===== config.mk =====
export PLATFORM = sky130hd
export DESIGN_NAME = ahbl_apb_bridge_gen2_flat
export DESIGN_NICKNAME = d
export VERILOG_FILES = /design/src/rtl/ahbl_apb_bridge_gen2_if.sv /design/src/rtl/ahbl_apb_bridge_gen2.sv /design/src/flat_wrapper.sv
export SDC_FILE = /design/constraint.sdc
export NUM_CORES = 1
export LEC_CHECK = 0
export ABC_CLOCK_PERIOD_IN_PS = 3300
export CORE_AREA = 2 2 115 117
export CTS_BUF_LIST = sky130_fd_sc_hd__clkbuf_4 sky130_fd_sc_hd__clkbuf_8
export DETAILED_ROUTE_END_ITERATION = 12
export DIE_AREA = 0 0 117 119
export GPL_TIMING_DRIVEN = 1
export PLACE_DENSITY = 0.77
export SYNTH_ARGS = -nofsm -noshare
export SYNTH_HDL_FRONTEND = slang
export SYNTH_SLANG_ARGS = --single-unit

===== constraint.sdc =====
create_clock -name HCLK -period 3.3 [get_ports HCLK]
set_input_delay 0.33 -clock HCLK [delete_from_list [all_inputs] [get_ports HCLK]]
set_output_delay 0.33 -clock HCLK [all_outputs]
set_load 0.1 [all_outputs]

===== src/rtl/ahbl_apb_bridge_gen2_if.sv =====
// AHB-Lite slave / APB4 master signal bundle for the gen2 bridge.
// slave = bridge view, master = bus/environment view.
interface ahbl_apb_bridge_gen2_if #(
  parameter int ADDR_WIDTH = 32,
  parameter int DATA_WIDTH = 32,
  parameter int NUM_SLAVES = 16
);
  logic                    HSEL;
  logic [ADDR_WIDTH-1:0]   HADDR;
  logic [1:0]              HTRANS;
  logic                    HWRITE;
  logic [2:0]              HSIZE;
  logic [DATA_WIDTH-1:0]   HWDATA;
  logic                    HREADYIN;
  logic [DATA_WIDTH-1:0]   HRDATA;
  logic                    HREADYOUT;
  logic                    HRESP;
  logic [NUM_SLAVES-1:0]   PSEL;
  logic [ADDR_WIDTH-1:0]   PADDR;
  logic                    PENABLE;
  logic                    PWRITE;
  logic [DATA_WIDTH-1:0]   PWDATA;
  logic [DATA_WIDTH/8-1:0] PSTRB;
  logic [DATA_WIDTH-1:0]   PRDATA;
  logic                    PREADY;
  logic                    PSLVERR;

  modport slave (
    input  HSEL, HADDR, HTRANS, HWRITE, HSIZE,
    input  HWDATA, HREADYIN,
    output HRDATA, HREADYOUT, HRESP,
    output PSEL, PADDR, PENABLE, PWRITE,
    output PWDATA, PSTRB,
    input  PRDATA, PREADY, PSLVERR
  );

  modport master (
    output HSEL, HADDR, HTRANS, HWRITE, HSIZE,
    output HWDATA, HREADYIN,
    input  HRDATA, HREADYOUT, HRESP,
    input  PSEL, PADDR, PENABLE, PWRITE,
    input  PWDATA, PSTRB,
    output PRDATA, PREADY, PSLVERR
  );
endinterface


===== src/rtl/ahbl_apb_bridge_gen2.sv =====
// AHB-Lite slave to APB4 master bridge with one-hot selects,
// byte strobes, wait states, slave error and access timeout.
module ahbl_apb_bridge_gen2 #(
  parameter int ADDR_WIDTH = 32,
  parameter int DATA_WIDTH = 32,
  parameter int NUM_SLAVES = 16,
  parameter int SLOT_LSB   = 8,
  parameter int SLOT_USED  = 16,
  parameter int TIMEOUT    = 256
) (
  input logic HCLK,
  input logic HRESET,
  ahbl_apb_bridge_gen2_if.slave bus
);

  localparam int STRB_W = DATA_WIDTH / 8;
  localparam int LANE_W = $clog2(STRB_W);
  localparam int SLOT_W =
    (NUM_SLAVES > 1) ? $clog2(NUM_SLAVES) : 1;
  localparam int CNT_W =
    (TIMEOUT > 1) ? $clog2(TIMEOUT) : 1;
  localparam logic [CNT_W-1:0] CNT_LAST =
    (TIMEOUT > 0) ? CNT_W'(TIMEOUT - 1) : '0;

  typedef enum logic [2:0] {
    IDLE,
    LATCH,
    SETUP,
    ACCESS,
    ERR1,
    ERR2
  } state_t;

  state_t state;
  state_t state_nx;

  logic                  accept;
  logic                  can_accept;
  logic                  bad;
  logic                  timeout_hit;
  logic                  done_ok;
  logic                  done_err;
  logic [SLOT_W-1:0]     slot_in;
  logic [SLOT_W-1:0]     slot_q;
  logic [STRB_W-1:0]     strb_in;
  logic [STRB_W-1:0]     pstrb_q;
  logic [ADDR_WIDTH-1:0] paddr_q;
  logic                  pwrite_q;
  logic [DATA_WIDTH-1:0] pwdata_q;
  logic [DATA_WIDTH-1:0] hrdata_q;
  logic [CNT_W-1:0]      cnt_q;
  logic                  unused_htrans;

  assign unused_htrans = bus.HTRANS[0];

  generate
    if (NUM_SLAVES > 1) begin : g_slot
      assign slot_in = bus.HADDR[SLOT_LSB +: SLOT_W];
    end else begin : g_one
      assign slot_in = '0;
    end
  endgenerate

  assign accept =
    bus.HSEL & bus.HTRANS[1] & bus.HREADYIN;
  assign can_accept =
    (state == IDLE) || (state == ERR2);
  assign bad =
    (int'(slot_in) >= SLOT_USED) ||
    (int'(bus.HSIZE) > LANE_W);
  assign timeout_hit =
    (TIMEOUT > 0) && (cnt_q == CNT_LAST);
  assign done_ok = bus.PREADY & ~bus.PSLVERR;
  assign done_err =
    (bus.PREADY & bus.PSLVERR) | timeout_hit;

  // A lane is active when it shares the size-aligned block with HADDR.
  always_comb begin
    strb_in = '0;
    for (int i = 0; i < STRB_W; i++) begin
      strb_in[i] = bus.HWRITE &&
        ((i >> bus.HSIZE) ==
         (int'(bus.HADDR[LANE_W-1:0]) >> bus.HSIZE));
    end
  end

  always_ff @(posedge HCLK or posedge HRESET) begin
    if (HRESET) begin
      state <= IDLE;
    end else begin
      state <= state_nx;
    end
  end

  always_comb begin
    state_nx = state;
    unique case (state)
      IDLE, ERR2: begin
        if (accept) begin
          state_nx = bad ? ERR1 : LATCH;
        end else begin
          state_nx = IDLE;
        end
      end
      LATCH:  state_nx = SETUP;
      SETUP:  state_nx = ACCESS;
      ACCESS: begin
        if (done_ok) begin
          state_nx = IDLE;
        end else if (done_err) begin
          state_nx = ERR1;
        end
      end
      ERR1:    state_nx = ERR2;
      default: state_nx = IDLE;
    endcase
  end

  always_ff @(posedge HCLK or posedge HRESET) begin
    if (HRESET) begin
      paddr_q  <= '0;
      pwrite_q <= 1'b0;
      slot_q   <= '0;
      pstrb_q  <= '0;
      pwdata_q <= '0;
      hrdata_q <= '0;
      cnt_q    <= '0;
    end else begin
      if (can_accept && accept) begin
        paddr_q  <= bus.HADDR;
        pwrite_q <= bus.HWRITE;
        slot_q   <= slot_in;
        pstrb_q  <= strb_in;
      end
      if (state == LATCH) begin
        pwdata_q <= bus.HWDATA;
      end
      if (state == ACCESS && done_ok && !pwrite_q) begin
        hrdata_q <= bus.PRDATA;
      end
      if (state == LATCH) begin
        cnt_q <= '0;
      end else if (state == ACCESS) begin
        cnt_q <= cnt_q + CNT_W'(1);
      end
    end
  end

  // Selects decode straight from state so reset drops them immediately.
  assign bus.PSEL =
    (state == SETUP || state == ACCESS) ?
    (NUM_SLAVES'(1) << slot_q) : '0;
  assign bus.PENABLE   = (state == ACCESS);
  assign bus.PADDR     = paddr_q;
  assign bus.PWRITE    = pwrite_q;
  assign bus.PWDATA    = pwdata_q;
  assign bus.PSTRB     = pstrb_q;
  assign bus.HRDATA    = hrdata_q;
  assign bus.HREADYOUT =
    (state == IDLE) || (state == ERR2);
  assign bus.HRESP =
    (state == ERR1) || (state == ERR2);

endmodule


===== src/flat_wrapper.sv =====
// flat-port wrapper written by rule: the top's interface ports become plain ports
module ahbl_apb_bridge_gen2_flat 
#(
  parameter int ADDR_WIDTH = 32,
  parameter int DATA_WIDTH = 32,
  parameter int NUM_SLAVES = 16,
  parameter int SLOT_LSB   = 8,
  parameter int SLOT_USED  = 16,
  parameter int TIMEOUT    = 256
)
  (HCLK, HRESET, bus_HSEL, bus_HADDR, bus_HTRANS, bus_HWRITE, bus_HSIZE, bus_HWDATA, bus_HREADYIN, bus_HRDATA, bus_HREADYOUT, bus_HRESP, bus_PSEL, bus_PADDR, bus_PENABLE, bus_PWRITE, bus_PWDATA, bus_PSTRB, bus_PRDATA, bus_PREADY, bus_PSLVERR);
  ahbl_apb_bridge_gen2_if #(.ADDR_WIDTH(ADDR_WIDTH), .DATA_WIDTH(DATA_WIDTH), .NUM_SLAVES(NUM_SLAVES)) bus_i ();
  input logic HCLK;
  input logic HRESET;
  input wire logic [$bits(bus_i.HSEL)-1:0] bus_HSEL;
  input wire logic [$bits(bus_i.HADDR)-1:0] bus_HADDR;
  input wire logic [$bits(bus_i.HTRANS)-1:0] bus_HTRANS;
  input wire logic [$bits(bus_i.HWRITE)-1:0] bus_HWRITE;
  input wire logic [$bits(bus_i.HSIZE)-1:0] bus_HSIZE;
  input wire logic [$bits(bus_i.HWDATA)-1:0] bus_HWDATA;
  input wire logic [$bits(bus_i.HREADYIN)-1:0] bus_HREADYIN;
  output wire logic [$bits(bus_i.HRDATA)-1:0] bus_HRDATA;
  output wire logic [$bits(bus_i.HREADYOUT)-1:0] bus_HREADYOUT;
  output wire logic [$bits(bus_i.HRESP)-1:0] bus_HRESP;
  output wire logic [$bits(bus_i.PSEL)-1:0] bus_PSEL;
  output wire logic [$bits(bus_i.PADDR)-1:0] bus_PADDR;
  output wire logic [$bits(bus_i.PENABLE)-1:0] bus_PENABLE;
  output wire logic [$bits(bus_i.PWRITE)-1:0] bus_PWRITE;
  output wire logic [$bits(bus_i.PWDATA)-1:0] bus_PWDATA;
  output wire logic [$bits(bus_i.PSTRB)-1:0] bus_PSTRB;
  input wire logic [$bits(bus_i.PRDATA)-1:0] bus_PRDATA;
  input wire logic [$bits(bus_i.PREADY)-1:0] bus_PREADY;
  input wire logic [$bits(bus_i.PSLVERR)-1:0] bus_PSLVERR;
  assign bus_i.HSEL = bus_HSEL;
  assign bus_i.HADDR = bus_HADDR;
  assign bus_i.HTRANS = bus_HTRANS;
  assign bus_i.HWRITE = bus_HWRITE;
  assign bus_i.HSIZE = bus_HSIZE;
  assign bus_i.HWDATA = bus_HWDATA;
  assign bus_i.HREADYIN = bus_HREADYIN;
  assign bus_HRDATA = bus_i.HRDATA;
  assign bus_HREADYOUT = bus_i.HREADYOUT;
  assign bus_HRESP = bus_i.HRESP;
  assign bus_PSEL = bus_i.PSEL;
  assign bus_PADDR = bus_i.PADDR;
  assign bus_PENABLE = bus_i.PENABLE;
  assign bus_PWRITE = bus_i.PWRITE;
  assign bus_PWDATA = bus_i.PWDATA;
  assign bus_PSTRB = bus_i.PSTRB;
  assign bus_i.PRDATA = bus_PRDATA;
  assign bus_i.PREADY = bus_PREADY;
  assign bus_i.PSLVERR = bus_PSLVERR;
  ahbl_apb_bridge_gen2 #(.ADDR_WIDTH(ADDR_WIDTH), .DATA_WIDTH(DATA_WIDTH), .NUM_SLAVES(NUM_SLAVES), .SLOT_LSB(SLOT_LSB), .SLOT_USED(SLOT_USED), .TIMEOUT(TIMEOUT)) u_core (.HCLK(HCLK), .HRESET(HRESET), .bus(bus_i));
endmodule

After elaboration in Yosys (flattened, before gate mapping)
Cells that the tools add are included.
- add/subtract/negate cells: 1
- $lt $le $gt $ge: 1
- equality and inequality tests: 11
- shift-type cells: 6
- muxes and demuxes: 8
- bitwise logic cells: 6
- reduce and logical (&&, ||, !) cells: 14
- operator list (kind ; number):
    $eq A32 B32 Y1 ; 4
    $shr A1 B3 Y32 const A ; 2
    $shr A2 B3 Y32 const A ; 2
    $shr A2 B3 Y32 ; 1
    $mux W16 ; 1
    $mux W8 ; 2
    $shl A1 B4 Y16 const A ; 1
    $pmux W3 S5 ; 1
    $mux W3 ; 4
    $add A8 B1 Y8 const B ; 1
    $eq A8 B8 Y1 const B ; 1
    $logic_and A1 B1 Y1 ; 7
    $eq A3 B2 Y1 const B ; 2
    $eq A3 B3 Y1 const B ; 2
    $and A1 B1 Y1 ; 4
    $eq A3 B1 Y1 const B ; 1
    $gt A3 B2 Y1 const B ; 1
    $logic_not A3 Y1 ; 1
    $logic_or A1 B1 Y1 ; 3
    $ne A3 B1 Y1 const B ; 1
    $reduce_bool A2 Y1 ; 1
    $reduce_or A2 Y1 ; 1
    $logic_not A1 Y1 ; 1
    $not A1 Y1 ; 1
    $or A1 B1 Y1 ; 1
- register bits: 116
- input bits: 108
- output and inout port bits: 120
- logic and storage cells: 55

Logic depth before layout (Yosys ltp)
- word-level depth: 5
- depth in mapped cells: 6
- mapped depth without buffers: 4

Worst setup path before layout
Ideal clock, no wire load.
- path type: reg2out
- start: register, netlist name u_core.bus.PADDR[10]
- end: output port bus_PSEL[0]
- arrival time: 3.348 ns
- data required time: 2.970 ns
- path slack: -0.378 ns
- stages on the path, launching flop included: 3
- path buffers: 0
- cell sequence: dfrtp_1 or3_1 nor3_1
- RTL lines (item ; line ; RTL):
    to (decl) ; flat_wrapper.sv:25 ; output wire logic [$bits(bus_i.PSEL)-1:0] bus_PSEL;

Worst setup path after layout
- start: register u_core.paddr_q[9], in the netlist u_core.bus.PADDR[9]
- end: output port bus_PADDR[9]
- RTL lines (item ; line ; RTL):
    from (decl) ; ahbl_apb_bridge_gen2.sv:47 ; logic [ADDR_WIDTH-1:0] paddr_q;
    from (signal assigned) ; ahbl_apb_bridge_gen2.sv:130 ; paddr_q <= bus.HADDR;
    to (decl) ; flat_wrapper.sv:26 ; output wire logic [$bits(bus_i.PADDR)-1:0] bus_PADDR;
No word-level cell between the ends.

==> results.yml <==
run_status:
  status: "finished, final reports clean"
timing:
  skew_ns: 0.00839
  setup_viol: 0
  post-route-min-period_ns: 2.47
  fin_ws_ns: 0.834
  fmax_mhz: 406
  fin_setup_tns_ns: 0
  slew_violations: 0
  hold_viol_final: 0
  maxSlewHeadroom_pct: 32.0
  fin_crit_sh_pct: 74.7
  rsz0062_at_grt: "false"
  worst_pin_slew_ns: 1.02
logic_synthesis:
  ys_top_cells_by_area: "dfrtp_1, mux2_2, mux2_4"
  synth.top_cell.area_share_pct: 59.4
  ys_seq_area_share_pct: 59.4
  syn_nets: 422
  synth_cell_type_count: 44
  synth_area_um2: 4720
  ys.flop_type: "dfrtp_1"
  synthArstFlopShare_pct: 100
  synth-edff-count: 0
  synth.most_common_cell: "dfrtp_1"
  yosysTopAreaCell: "dfrtp_1"
  syn_avg_cell_area_um2: 15.1
  synth.cells.most_frequent: "dfrtp_1, mux2_2, mux2_4"
  synth_cells: 313
  yosysWarnings: 0
  ys_seq_elements: 112
cts:
  ctsResizeCount: 0
  clk_transition_reported_paths_ns: 0.10
  cts_root_buffer: "clkbuf_8"
  postCtsHoldBufs: 0
  cts_buffers: 9
  cts_sinks: 112
  clk_latency_ns: 0.37
  cts_buffer_depth: 2
  postCtsSetupRepairBufs: 0
  cts-htree-levels: 3
  cts_tree: "built"
floorplanning:
  initial_utilization_pct: 36.7
  core_area_um2: 12900
  rows: 42
  fp.dieH_um: 119
  ios: 228
  die_x_um: 117
  die_area_um2: 13900
critical_path:
  path_cells: "clkdlybuf4s50_1"
  startpoint_type: "flip-flop"
  cpMaxStageDelayCell: "clkdlybuf4s50_1"
  crit_type: "flip-flop to output pin"
  path_max_fanout: 9
  worst-path-buf-inv: 1
  worstPathArrival_ns: 2.14
  cp_top_family: "buffers and inverters"
  cp_slowest_stage_delay_ns: 1.20
  r2r_cells: 3
  worstPathRequired_ns: 2.97
  cp.depth: 1
  end_kind: "output pin"
finish:
  regArea_um2: 2800
  drive_gt1_share_pct: 27.7
  nets: 650
  multi_input_area_um2: 1800
  final_core_util_pct: 56.9
  n_fill_cell: 1094
  final_cells: 722
  area_growth_pct: 55.4
  diodes: 0
placed_design:
  gp_congestion: 0.749
  place_hpwl_mm: 9.09
  port_buffers: 226
  dpl_worst_slack_ns: 1.02
  dp_cells: 706
route:
  via_count: 3437
  viasPerCell: 4.76
  drtIter0Drc: 152
  finalWirelength_mm: 12.0
  drc: 0
  postRouteAntennaNets: 0
  drt-pass1-iter-count: 4
  wl_per_cell_um: 16.6
global_route:
  grt_usage_pct: 17.5
  gr-total-overflow: 0
  grt_pass1_vias: 3696
  antenna_found_initial: 0
  grt_pass1_wl_mm: 18.7
  grt_max_degree: 61
run:
  max-cap-violations: 0
min_path:
  min_path_type: "primary input to async pin"
layout make-up:
| cell class | count | area share [%] |
|---|---|---|
| sequential | 112 | 38.2 |
| timing repair buffer | 230 | 30.8 |
| multi-input combinational | 183 | 24.5 |
| tap | 176 | 3.00 |
| clock buffer | 12 | 2.17 |
| clock inverter | 4 | 1.04 |
| inverter | 5 | 0.290 |
final timing paths:
kind / endpoint / from / slack [ns]
min in group HCLK: u_core.bus.PADDR[23]$_DFFE_PP0P_ / u_core.bus.PADDR[23]$_DFFE_PP0P_ / 0.52
worst max-delay path: bus_PADDR[9] / u_core.bus.PADDR[9]$_DFFE_PP0P_ / 0.83
worst min register to register: u_core.bus.PADDR[23]$_DFFE_PP0P_ / u_core.bus.PADDR[23]$_DFFE_PP0P_ / 0.52
worst max register to register: u_core.bus.PWDATA[26]$_DFFE_PP0N_ / u_core.state[0]$_DFFE_PP0P_ / 1.13
max in group asynchronous: u_core.bus.HRDATA[13]$_DFFE_PP0P_ / HRESET / 2.11
worst min-delay path: u_core.bus.PADDR[17]$_DFFE_PP0P_ / HRESET / 0.41
through the flow:
step / area [um2] / hold WS [ns]
after floorplan: 4740 / 0.479
after global placement: 7100 / 0.488
after detailed placement: 7100 / 0.495
after CTS: 7330 / 0.411
after global routing: 7330 / 0.438
final: 7330 / 0.408
per-layer routing:
metal  vias up  routed length, um  GRT usage, %
met2       155               6160          30.9
li1       1573                  -             -
met1      1693               4310          18.3
met4         0                187          5.59
met3        16               1360          7.79
met5         -                  0             0
flip-flops by register name, indices dropped and copies added, names as in the netlist:
name,flops
u_core.bus.HRDATA,32
u_core.bus.PADDR,32
u_core.bus.PSTRB,4
u_core.bus.PWDATA,32
u_core.bus.PWRITE,1
u_core.cnt_q,8
u_core.state,3
kinds of logic (layout without fill, tap and decap cells):
kind of cell    Yosys count  count (layout)  share of synthesized area, %
xor+xnor                  2               2                         0.371
buf+inv                  18             251                          3.10
flops                   112             112                          59.4
compound gates           22              22                          3.10
simple gates             56              56                          7.08
fa+ha+maj                 1               1                         0.265
mux                     102             102                          26.7
placed cells by master (no fill, tap or decap), types with 5 or more instances in the layout:
| cell | instances |
|---|---|
| a21oi_1 | 6 |
| buf_4 | 22 |
| clkbuf_8 | 11 |
| clkdlybuf4s50_1 | 207 |
| dfrtp_1 | 112 |
| mux2_2 | 71 |
| mux2_4 | 30 |
| nand2b_1 | 5 |
| nor2_1 | 16 |
Power is left out: the tool's default activity adds up to more than one toggle a clock period on the data nets, which glitch-free logic cannot reach.
